--- config.mk ---
export PLATFORM = sky130hd
export DESIGN_NAME = instr_decode_seq
export DESIGN_NICKNAME = d
export VERILOG_FILES = /design/src/rtl/instr_decode_pkg.sv /design/src/rtl/sign_ext.sv /design/src/rtl/instr_decode_seq.sv
export SDC_FILE = /design/constraint.sdc
export NUM_CORES = 1
export LEC_CHECK = 0
export CAP_MARGIN = 20
export CORE_AREA = 2 2 73 82
export CTS_CLUSTER_SIZE = 20
export DETAILED_ROUTE_END_ITERATION = 10
export DIE_AREA = 0 0 75 84
export GPL_ROUTABILITY_DRIVEN = 0
export PLACE_DENSITY_LB_ADDON = 0.15
export SLEW_MARGIN = 20
export SYNTH_ARGS = -nofsm -noshare
export SYNTH_HDL_FRONTEND = slang
export SYNTH_SLANG_ARGS = --single-unit
--- constraint.sdc ---
create_clock -name clk -period 2.7 [get_ports clk]
set_clock_uncertainty 0.05 [all_clocks]
set_input_delay 0.54 -clock clk [delete_from_list [all_inputs] [get_ports clk]]
set_output_delay 0.54 -clock clk [all_outputs]
set_load 0.02 [all_outputs]
--- src/rtl/instr_decode_pkg.sv ---
// Shared definitions for the sequential instruction decoder: opcode/op codes,
// one-hot register selects, phase and state types, and instruction field positions.
package instr_decode_pkg;

   // Opcode field values (in[15:13])
   localparam logic [2:0] OPC_B    = 3'b001;
   localparam logic [2:0] OPC_BL   = 3'b010;
   localparam logic [2:0] OPC_LDR  = 3'b011;
   localparam logic [2:0] OPC_STR  = 3'b100;
   localparam logic [2:0] OPC_ALU  = 3'b101;
   localparam logic [2:0] OPC_MOV  = 3'b110;
   localparam logic [2:0] OPC_HALT = 3'b111;

   // Op field values (in[12:11]), interpreted per opcode
   localparam logic [1:0] OP_MOV_REG = 2'b00;
   localparam logic [1:0] OP_MOV_IMM = 2'b10;
   localparam logic [1:0] OP_ADD     = 2'b00;
   localparam logic [1:0] OP_CMP     = 2'b01;
   localparam logic [1:0] OP_AND     = 2'b10;
   localparam logic [1:0] OP_MVN     = 2'b11;
   localparam logic [1:0] OP_MEM     = 2'b00;
   localparam logic [1:0] OP_B       = 2'b00;
   localparam logic [1:0] OP_BL      = 2'b11;

   // One-hot register selects driven on nsel
   localparam logic [2:0] NSEL_NONE = 3'b000;
   localparam logic [2:0] NSEL_RN   = 3'b001;
   localparam logic [2:0] NSEL_RD   = 3'b010;
   localparam logic [2:0] NSEL_RM   = 3'b100;

   // Instruction field bit positions
   localparam int OPC_MSB  = 15;
   localparam int OPC_LSB  = 13;
   localparam int OP_MSB   = 12;
   localparam int OP_LSB   = 11;
   localparam int RN_MSB   = 10;
   localparam int RN_LSB   = 8;
   localparam int RD_MSB   = 7;
   localparam int RD_LSB   = 5;
   localparam int SH_MSB   = 4;
   localparam int SH_LSB   = 3;
   localparam int RM_MSB   = 2;
   localparam int RM_LSB   = 0;
   localparam int IMM8_MSB = 7;

   typedef enum logic [1:0] {
      PT_NONE = 2'd0,
      PT_RD   = 2'd1,
      PT_WR   = 2'd2
   } ph_type_e;

   typedef enum logic [2:0] {
      ST_IDLE = 3'd0,
      ST_PH0  = 3'd1,
      ST_PH1  = 3'd2,
      ST_PH2  = 3'd3,
      ST_HALT = 3'd4
   } state_e;

   typedef struct packed {
      ph_type_e   ptype;
      logic [2:0] nsel;
      logic       last;
   } phase_t;

   function automatic phase_t mk_phase(input ph_type_e t, input logic [2:0] n, input logic l);
      phase_t p;
      p.ptype = t;
      p.nsel  = n;
      p.last  = l;
      return p;
   endfunction

endpackage

--- src/rtl/sign_ext.sv ---
// Sign extension of an N-bit immediate to DW bits (X-free, pure replication).
module sign_ext #(
   parameter int N  = 8,
   parameter int DW = 16
) (
   input  logic [N-1:0]  i_val,
   output logic [DW-1:0] o_ext
);

   assign o_ext = {{(DW-N){i_val[N-1]}}, i_val};

endmodule

--- src/rtl/instr_decode_seq.sv ---
// Registered multi-cycle instruction decoder. Accepts a 16-bit instruction by
// valid/ready, holds its fields, and presents one register-file phase per cycle.
// Optional feature: define DECODE_ILLEGAL_TRAP_EN to halt on undefined opcode/op
// instead of executing them as a one-phase NOP.
module instr_decode_seq
   import instr_decode_pkg::*;
#(
   parameter int DW        = 16,
   parameter int NREG      = 8,
   parameter int ISSUE_OVL = 1
) (
   input  logic                    clk,
   input  logic                    reset_n,
   input  logic                    in_valid,
   output logic                    in_ready,
   input  logic [15:0]             in,
   output logic                    ph_valid,
   input  logic                    ph_ready,
   output logic                    ph_last,
   output logic [2:0]              nsel,
   output logic [$clog2(NREG)-1:0] readnum,
   output logic [$clog2(NREG)-1:0] writenum,
   output logic                    read_en,
   output logic                    write_en,
   output logic [2:0]              opcode,
   output logic [1:0]              op,
   output logic [2:0]              cond,
   output logic [1:0]              shift,
   output logic [DW-1:0]           sximm8,
   output logic [DW-1:0]           sximm5,
   output logic                    halted
);

   localparam int RW = $clog2(NREG);

`ifdef DECODE_ILLEGAL_TRAP_EN
   localparam bit TRAP_EN = 1'b1;
`else
   localparam bit TRAP_EN = 1'b0;
`endif

   state_e          r_state, w_state_nxt, w_acc_state;
   logic [2:0]      r_opcode, r_rn, r_rd, r_rm;
   logic [1:0]      r_op, r_shift;
   logic [7:0]      r_imm8;
   logic            r_ph_valid, r_ph_last, r_read_en, r_write_en, r_halted;
   logic [2:0]      r_nsel;
   logic [RW-1:0]   r_readnum, r_writenum;
   logic            w_fire, w_adv, w_load, w_issue, w_clear, w_in_legal;
   logic [1:0]      w_idx;
   logic [2:0]      w_opc_sel, w_rn_sel, w_rd_sel, w_rm_sel, w_regsel;
   logic [1:0]      w_op_sel;
   phase_t          w_desc;

   // Instruction codes that have a defined meaning; everything else is NOP or trap.
   function automatic logic is_legal(input logic [2:0] opc, input logic [1:0] o);
      logic ok;
      case (opc)
         OPC_MOV:           ok = (o == OP_MOV_IMM) || (o == OP_MOV_REG);
         OPC_ALU, OPC_HALT: ok = 1'b1;
         OPC_LDR, OPC_STR:  ok = (o == OP_MEM);
         OPC_B:             ok = (o == OP_B);
         OPC_BL:            ok = (o == OP_BL);
         default:           ok = 1'b0;
      endcase
      return ok;
   endfunction

   // Phase table: register access for phase number idx of instruction {opc,o}.
   function automatic phase_t phase_tbl(input logic [2:0] opc, input logic [1:0] o,
                                        input logic [1:0] idx);
      phase_t p;
      p = mk_phase(PT_NONE, NSEL_NONE, 1'b1);
      case (opc)
         OPC_MOV: begin
            if (o == OP_MOV_IMM)      p = mk_phase(PT_WR, NSEL_RN, 1'b1);
            else if (o == OP_MOV_REG) p = (idx == 2'd0) ? mk_phase(PT_RD, NSEL_RM, 1'b0)
                                                        : mk_phase(PT_WR, NSEL_RD, 1'b1);
            else                      p = mk_phase(PT_NONE, NSEL_NONE, 1'b1);
         end
         OPC_ALU: begin
            case (o)
               OP_ADD, OP_AND: begin
                  case (idx)
                     2'd0:    p = mk_phase(PT_RD, NSEL_RN, 1'b0);
                     2'd1:    p = mk_phase(PT_RD, NSEL_RM, 1'b0);
                     default: p = mk_phase(PT_WR, NSEL_RD, 1'b1);
                  endcase
               end
               OP_CMP:  p = (idx == 2'd0) ? mk_phase(PT_RD, NSEL_RN, 1'b0)
                                          : mk_phase(PT_RD, NSEL_RM, 1'b1);
               OP_MVN:  p = (idx == 2'd0) ? mk_phase(PT_RD, NSEL_RM, 1'b0)
                                          : mk_phase(PT_WR, NSEL_RD, 1'b1);
               default: p = mk_phase(PT_NONE, NSEL_NONE, 1'b1);
            endcase
         end
         OPC_LDR: begin
            if (o == OP_MEM) p = (idx == 2'd0) ? mk_phase(PT_RD, NSEL_RN, 1'b0)
                                               : mk_phase(PT_WR, NSEL_RD, 1'b1);
            else             p = mk_phase(PT_NONE, NSEL_NONE, 1'b1);
         end
         OPC_STR: begin
            if (o == OP_MEM) p = (idx == 2'd0) ? mk_phase(PT_RD, NSEL_RN, 1'b0)
                                               : mk_phase(PT_RD, NSEL_RD, 1'b1);
            else             p = mk_phase(PT_NONE, NSEL_NONE, 1'b1);
         end
         default: p = mk_phase(PT_NONE, NSEL_NONE, 1'b1);
      endcase
      return p;
   endfunction

   // A HALT instruction never lets a successor overlap its retirement.
   assign in_ready = (r_state == ST_IDLE) ||
                     ((ISSUE_OVL != 0) && r_ph_valid && r_ph_last && ph_ready &&
                      (r_opcode != OPC_HALT));
   assign w_fire     = in_valid && in_ready;
   assign w_adv      = r_ph_valid && ph_ready;
   assign w_in_legal = is_legal(in[OPC_MSB:OPC_LSB], in[OP_MSB:OP_LSB]);
   assign w_acc_state = (TRAP_EN && !w_in_legal) ? ST_HALT : ST_PH0;

   // Next state and phase-update control; a new instruction takes priority since
   // it can only be accepted in IDLE or as the current last phase retires.
   always_comb begin
      w_state_nxt = r_state;
      w_load      = 1'b0;
      w_issue     = 1'b0;
      w_clear     = 1'b0;
      w_idx       = 2'd0;
      if (w_fire) begin
         w_load      = 1'b1;
         w_state_nxt = w_acc_state;
         w_issue     = (w_acc_state == ST_PH0);
         w_clear     = (w_acc_state != ST_PH0);
      end else begin
         case (r_state)
            ST_IDLE: w_state_nxt = ST_IDLE;
            ST_PH0, ST_PH1, ST_PH2: begin
               if (w_adv && r_ph_last) begin
                  w_clear     = 1'b1;
                  w_state_nxt = (r_opcode == OPC_HALT) ? ST_HALT : ST_IDLE;
               end else if (w_adv) begin
                  if (r_state == ST_PH0) begin
                     w_issue     = 1'b1;
                     w_idx       = 2'd1;
                     w_state_nxt = ST_PH1;
                  end else if (r_state == ST_PH1) begin
                     w_issue     = 1'b1;
                     w_idx       = 2'd2;
                     w_state_nxt = ST_PH2;
                  end else begin
                     w_clear     = 1'b1;
                     w_state_nxt = ST_IDLE;
                  end
               end else begin
                  w_state_nxt = r_state;
               end
            end
            ST_HALT: w_state_nxt = ST_HALT;
            default: begin
               w_clear     = 1'b1;
               w_state_nxt = ST_IDLE;
            end
         endcase
      end
   end

   assign w_opc_sel = w_load ? in[OPC_MSB:OPC_LSB] : r_opcode;
   assign w_op_sel  = w_load ? in[OP_MSB:OP_LSB]   : r_op;
   assign w_rn_sel  = w_load ? in[RN_MSB:RN_LSB]   : r_rn;
   assign w_rd_sel  = w_load ? in[RD_MSB:RD_LSB]   : r_rd;
   assign w_rm_sel  = w_load ? in[RM_MSB:RM_LSB]   : r_rm;
   assign w_desc    = phase_tbl(w_opc_sel, w_op_sel, w_idx);

   // Register number addressed by the upcoming phase.
   always_comb begin
      w_regsel = 3'd0;
      case (w_desc.nsel)
         NSEL_RN: w_regsel = w_rn_sel;
         NSEL_RD: w_regsel = w_rd_sel;
         NSEL_RM: w_regsel = w_rm_sel;
         default: w_regsel = 3'd0;
      endcase
   end

   // State register and sticky halt flag.
   always_ff @(posedge clk or negedge reset_n) begin
      if (!reset_n) begin
         r_state  <= ST_IDLE;
         r_halted <= 1'b0;
      end else begin
         r_state  <= w_state_nxt;
         r_halted <= r_halted || (w_state_nxt == ST_HALT);
      end
   end

   // Instruction fields, captured on accept and held while the instruction runs.
   always_ff @(posedge clk or negedge reset_n) begin
      if (!reset_n) begin
         r_opcode <= 3'd0;
         r_op     <= 2'd0;
         r_rn     <= 3'd0;
         r_rd     <= 3'd0;
         r_rm     <= 3'd0;
         r_shift  <= 2'd0;
         r_imm8   <= 8'd0;
      end else if (w_load) begin
         r_opcode <= in[OPC_MSB:OPC_LSB];
         r_op     <= in[OP_MSB:OP_LSB];
         r_rn     <= in[RN_MSB:RN_LSB];
         r_rd     <= in[RD_MSB:RD_LSB];
         r_rm     <= in[RM_MSB:RM_LSB];
         r_shift  <= in[SH_MSB:SH_LSB];
         r_imm8   <= in[IMM8_MSB:0];
      end
   end

   // Registered phase outputs: load the next phase, clear when idle/halted, else hold.
   always_ff @(posedge clk or negedge reset_n) begin
      if (!reset_n) begin
         r_ph_valid <= 1'b0;
         r_ph_last  <= 1'b0;
         r_nsel     <= NSEL_NONE;
         r_read_en  <= 1'b0;
         r_write_en <= 1'b0;
         r_readnum  <= {RW{1'b0}};
         r_writenum <= {RW{1'b0}};
      end else if (w_issue) begin
         r_ph_valid <= 1'b1;
         r_ph_last  <= w_desc.last;
         r_nsel     <= w_desc.nsel;
         r_read_en  <= (w_desc.ptype == PT_RD);
         r_write_en <= (w_desc.ptype == PT_WR);
         r_readnum  <= (w_desc.ptype == PT_RD) ? RW'(w_regsel) : {RW{1'b0}};
         r_writenum <= (w_desc.ptype == PT_WR) ? RW'(w_regsel) : {RW{1'b0}};
      end else if (w_clear) begin
         r_ph_valid <= 1'b0;
         r_ph_last  <= 1'b0;
         r_nsel     <= NSEL_NONE;
         r_read_en  <= 1'b0;
         r_write_en <= 1'b0;
         r_readnum  <= {RW{1'b0}};
         r_writenum <= {RW{1'b0}};
      end
   end

   sign_ext #(.N(8), .DW(DW)) u_sx8 (.i_val(r_imm8),      .o_ext(sximm8));
   sign_ext #(.N(5), .DW(DW)) u_sx5 (.i_val(r_imm8[4:0]), .o_ext(sximm5));

   assign ph_valid = r_ph_valid;
   assign ph_last  = r_ph_last;
   assign nsel     = r_nsel;
   assign readnum  = r_readnum;
   assign writenum = r_writenum;
   assign read_en  = r_read_en;
   assign write_en = r_write_en;
   assign opcode   = r_opcode;
   assign op       = r_op;
   assign cond     = r_rn;
   assign shift    = r_shift;
   assign halted   = r_halted;

endmodule
==> results.ini, run 1 <==
[run_status]
status = complete, no violations

[synthesis]
syn_avg_cell_area_um2 = 8.706
netlist_instances = 288
ys_seq_area_share_pct = 38.92
ys_ff_latch = 39
synth_edf_count = 0
synth_top_area_share_pct = 38.92
synth_area_mm2 = 0.002507
synth.area.top_cells = dfrtp_1 39%, nand2_1 12%, buf_4 7.8%, mux2i_1 2.8%, a221oi_2 1.8%
synthFlopType = dfrtp_1
yosys_warnings = 0
yosysUniqueCellTypes = 53
synth_area_leader_cell = dfrtp_1
async_flop_share_pct = 100.0
synth_nets = 308

[grt]
grt.overflow.total = 0
antenna_found_initial = 0
grt_usage_pct = 23.06
grt_max_degree = 40
grt_pass1_vias = 2463
grt_pass1_wl_um = 11370

[cells_and_area]
ff_latch_area_um2 = 975.9
drive_above_1_share_pct = 18.18
fin_nets = 393
antenna_cells = 0
final_common_cell = nand2_1
synthToLayoutAreaGrowth_pct = 41.72
final_core_util_pct = 64.01
fillers = 493
layout_common_cells = 77 x nand2_1, 75 x clkdlybuf4s50_1, 42 x buf_4, 39 x dfrtp_1, 11 x nor2_1
layout.cells.non_filler = 451
multiInputGateArea_mm2 = 0.001239

[routing]
top_layer_used = met4
m1WireLength_um = 2703
dr.pass1.iters = 4
wl_per_cell_um = 15.02
vias = 2432
first_iter_violations = 130
routed_wl_um = 6774
met3WireLength_um = 388
viasPerCell = 5.392
drtAntennaViolNets = 0
wl_met2_um = 3409
post-route-drc-count = 0

[sta]
fin_crit_sh_pct = 96.82
finalSetupViolCount = 0
setup_ws_ns = 0.08581
slew_headroom_pct = 42.23
fmax_ghz = 0.3825
rsz0062_at_grt = no
hold_viol_final = 0
slew_violations = 0
finalSetupTns_ns = 0
worst_pin_slew_ns = 0.8665
timing.final.crit_period_ns = 2.614

[cts]
cts_setup_buffers = 0
cts_buffers = 5
clk_latency_ns = 0.29
cts_sinks = 39
cts_max_level = 2
cts_buffer_depth = 2
cts_tree = built
clk_pin_slew_ns = 0.08
clock-root-buffer = clkbuf_8

[placement]
io_buffer_count = 76
post-place-ws_ns = -0.2229
dp_hpwl_um = 5247
dp.cells = 443

[critical_path]
crit_arrival_ns = 2.72
worstSetupStartpointType = input port
cp_top_family = compound AO/OA/AOI/OAI gates
path_buf_inv = 1
criticalPathCategory = input port to flop
endpoint_kind = flop
cp_max_fo = 4
worstPathRequired_ns = 2.81
crit_chain = clkdlybuf4s50_1 -> or4b_4 -> o21a_1 -> a221o_1 -> a31o_4 -> a221oi_2 -> a22oi_1
critPathSlowestCell = clkdlybuf4s50_1
crit_path_max_incr_delay_ns = 0.49

[worst_hold_path]
hp-class = input port to asynchronous set/reset pin

[pwr]
peakVddDrop_uv = 709.6
p_leak_nw = 1.608
power_density_mw_per_mm2 = 1206
power.total_mw = 4.287

[die]
start_util_pct = 45.17
die_y_um = 84
rows = 29
ioPinCount = 77
coreArea_mm2 = 0.005552
die-area_mm2 = 0.006300
die_w_um = 75

[run]
drv_cap = 0

[stage by stage]
stage	hold WS, ns	cell area (um2)
2_1_floorplan	0.1944	2507
3_3_place_gp	0.4032	3427
3_5_place_dp	0.4107	3427
4_1_cts	0.3395	3540
5_1_grt	0.3823	3553
6_report	0.3086	3553
[cell usage after synthesis (2+ instances only)]
cell type,number
buf_6,3
o2111ai_1,3
a211oi_1,5
and3_1,3
nand3_1,6
a221oi_2,3
o21ai_0,6
dfrtp_1,39
a32o_1,3
nand2_1,77
and2_1,2
nor2_1,12
inv_1,5
buf_4,26
a22oi_1,4
nor3_1,3
nor2b_1,7
nor4b_1,2
nand4_1,2
xor2_1,5
a221o_1,2
a21o_1,3
o211ai_1,5
clkbuf_1,5
a221oi_1,4
buf_2,8
o21a_1,3
mux2i_1,7
o211a_1,2
o21ai_1,2
nor3b_1,3
mux2_2,2
a21oi_1,6
[layout make-up]
class                      count  area share (%)
multi-input combinational    202           34.86
timing repair buffer         120           31.27
sequential                    39           27.46
tap                           77           2.711
clock buffer                   5           1.937
clock inverter                 3           1.232
inverter                       5          0.5282
[logic make-up after synthesis]
family | after synthesis | synth area share (%)
buffers and inverters | 47 | 12.23
AO/OA/AOI/OAI | 61 | 19.61
XOR/XNOR | 6 | 2.096
flip-flops | 39 | 38.92
multiplexers | 9 | 3.693
AND/OR/NAND/NOR | 126 | 23.45
[sequential cells by signal, indices dropped and copies added, names as in the netlist]
name,count
cond,3
write_en,1
shift,1
r_state,3
readnum,3
r_rd,3
r_imm8,7
ph_valid,1
r_rm,3
halted,1
op,2
nsel,3
writenum,3
read_en,1
opcode,3
ph_last,1
[report_power, final]
group | leakage (nW) | internal [mW] | switching [mW] | total [mW]
sequential | 0.495 | 0.810 | 0.227 | 1.04
combinational | 1.06 | 1.29 | 1.46 | 2.76
clock | 0.0581 | 0.275 | 0.217 | 0.492
total | 1.61 | 2.38 | 1.91 | 4.29
[path summary, 6_finish.rpt]
path                                            start                      end  slack [ns]  cells past startpoint
worst max-delay path                         in_valid  writenum[1]$_DFFE_PN0P_        0.09                      7
worst min-delay path                          reset_n  writenum[0]$_DFFE_PN0P_        0.31                      1
worst max register to register    opcode[0]$_DFF_PN0_  writenum[1]$_DFFE_PN0P_        0.21                      7
worst min register to register  r_imm8[6]$_DFFE_PN0N_    r_imm8[6]$_DFFE_PN0N_        0.43                      2
max in group asynchronous                     reset_n    r_imm8[1]$_DFFE_PN0N_        1.74                      1
min in group clk                r_imm8[6]$_DFFE_PN0N_    r_imm8[6]$_DFFE_PN0N_        0.43                      2
[per-layer routing]
metal	global-route usage, %	up-vias
li1	-	1167
met1	27.98	1128
met2	38.60	110
met3	3.623	27
met4	11.20	0
met5	0	-
[timing repair]
item / 4_1_cts / 5_1_grt
hold buffers: 0 / 0
gates resized for setup: 0 / 4
setup endpoints to repair: 0 / 4
No activity file was read; power rests on OpenSTA's default activity.
==> run 2, diff against run 1 <==
Settings changed: CTS_CLUSTER_SIZE 20 to 28.
==> results of run 2 <==
Same layout as run 1: the final DEF is identical, and so are final timing and power.
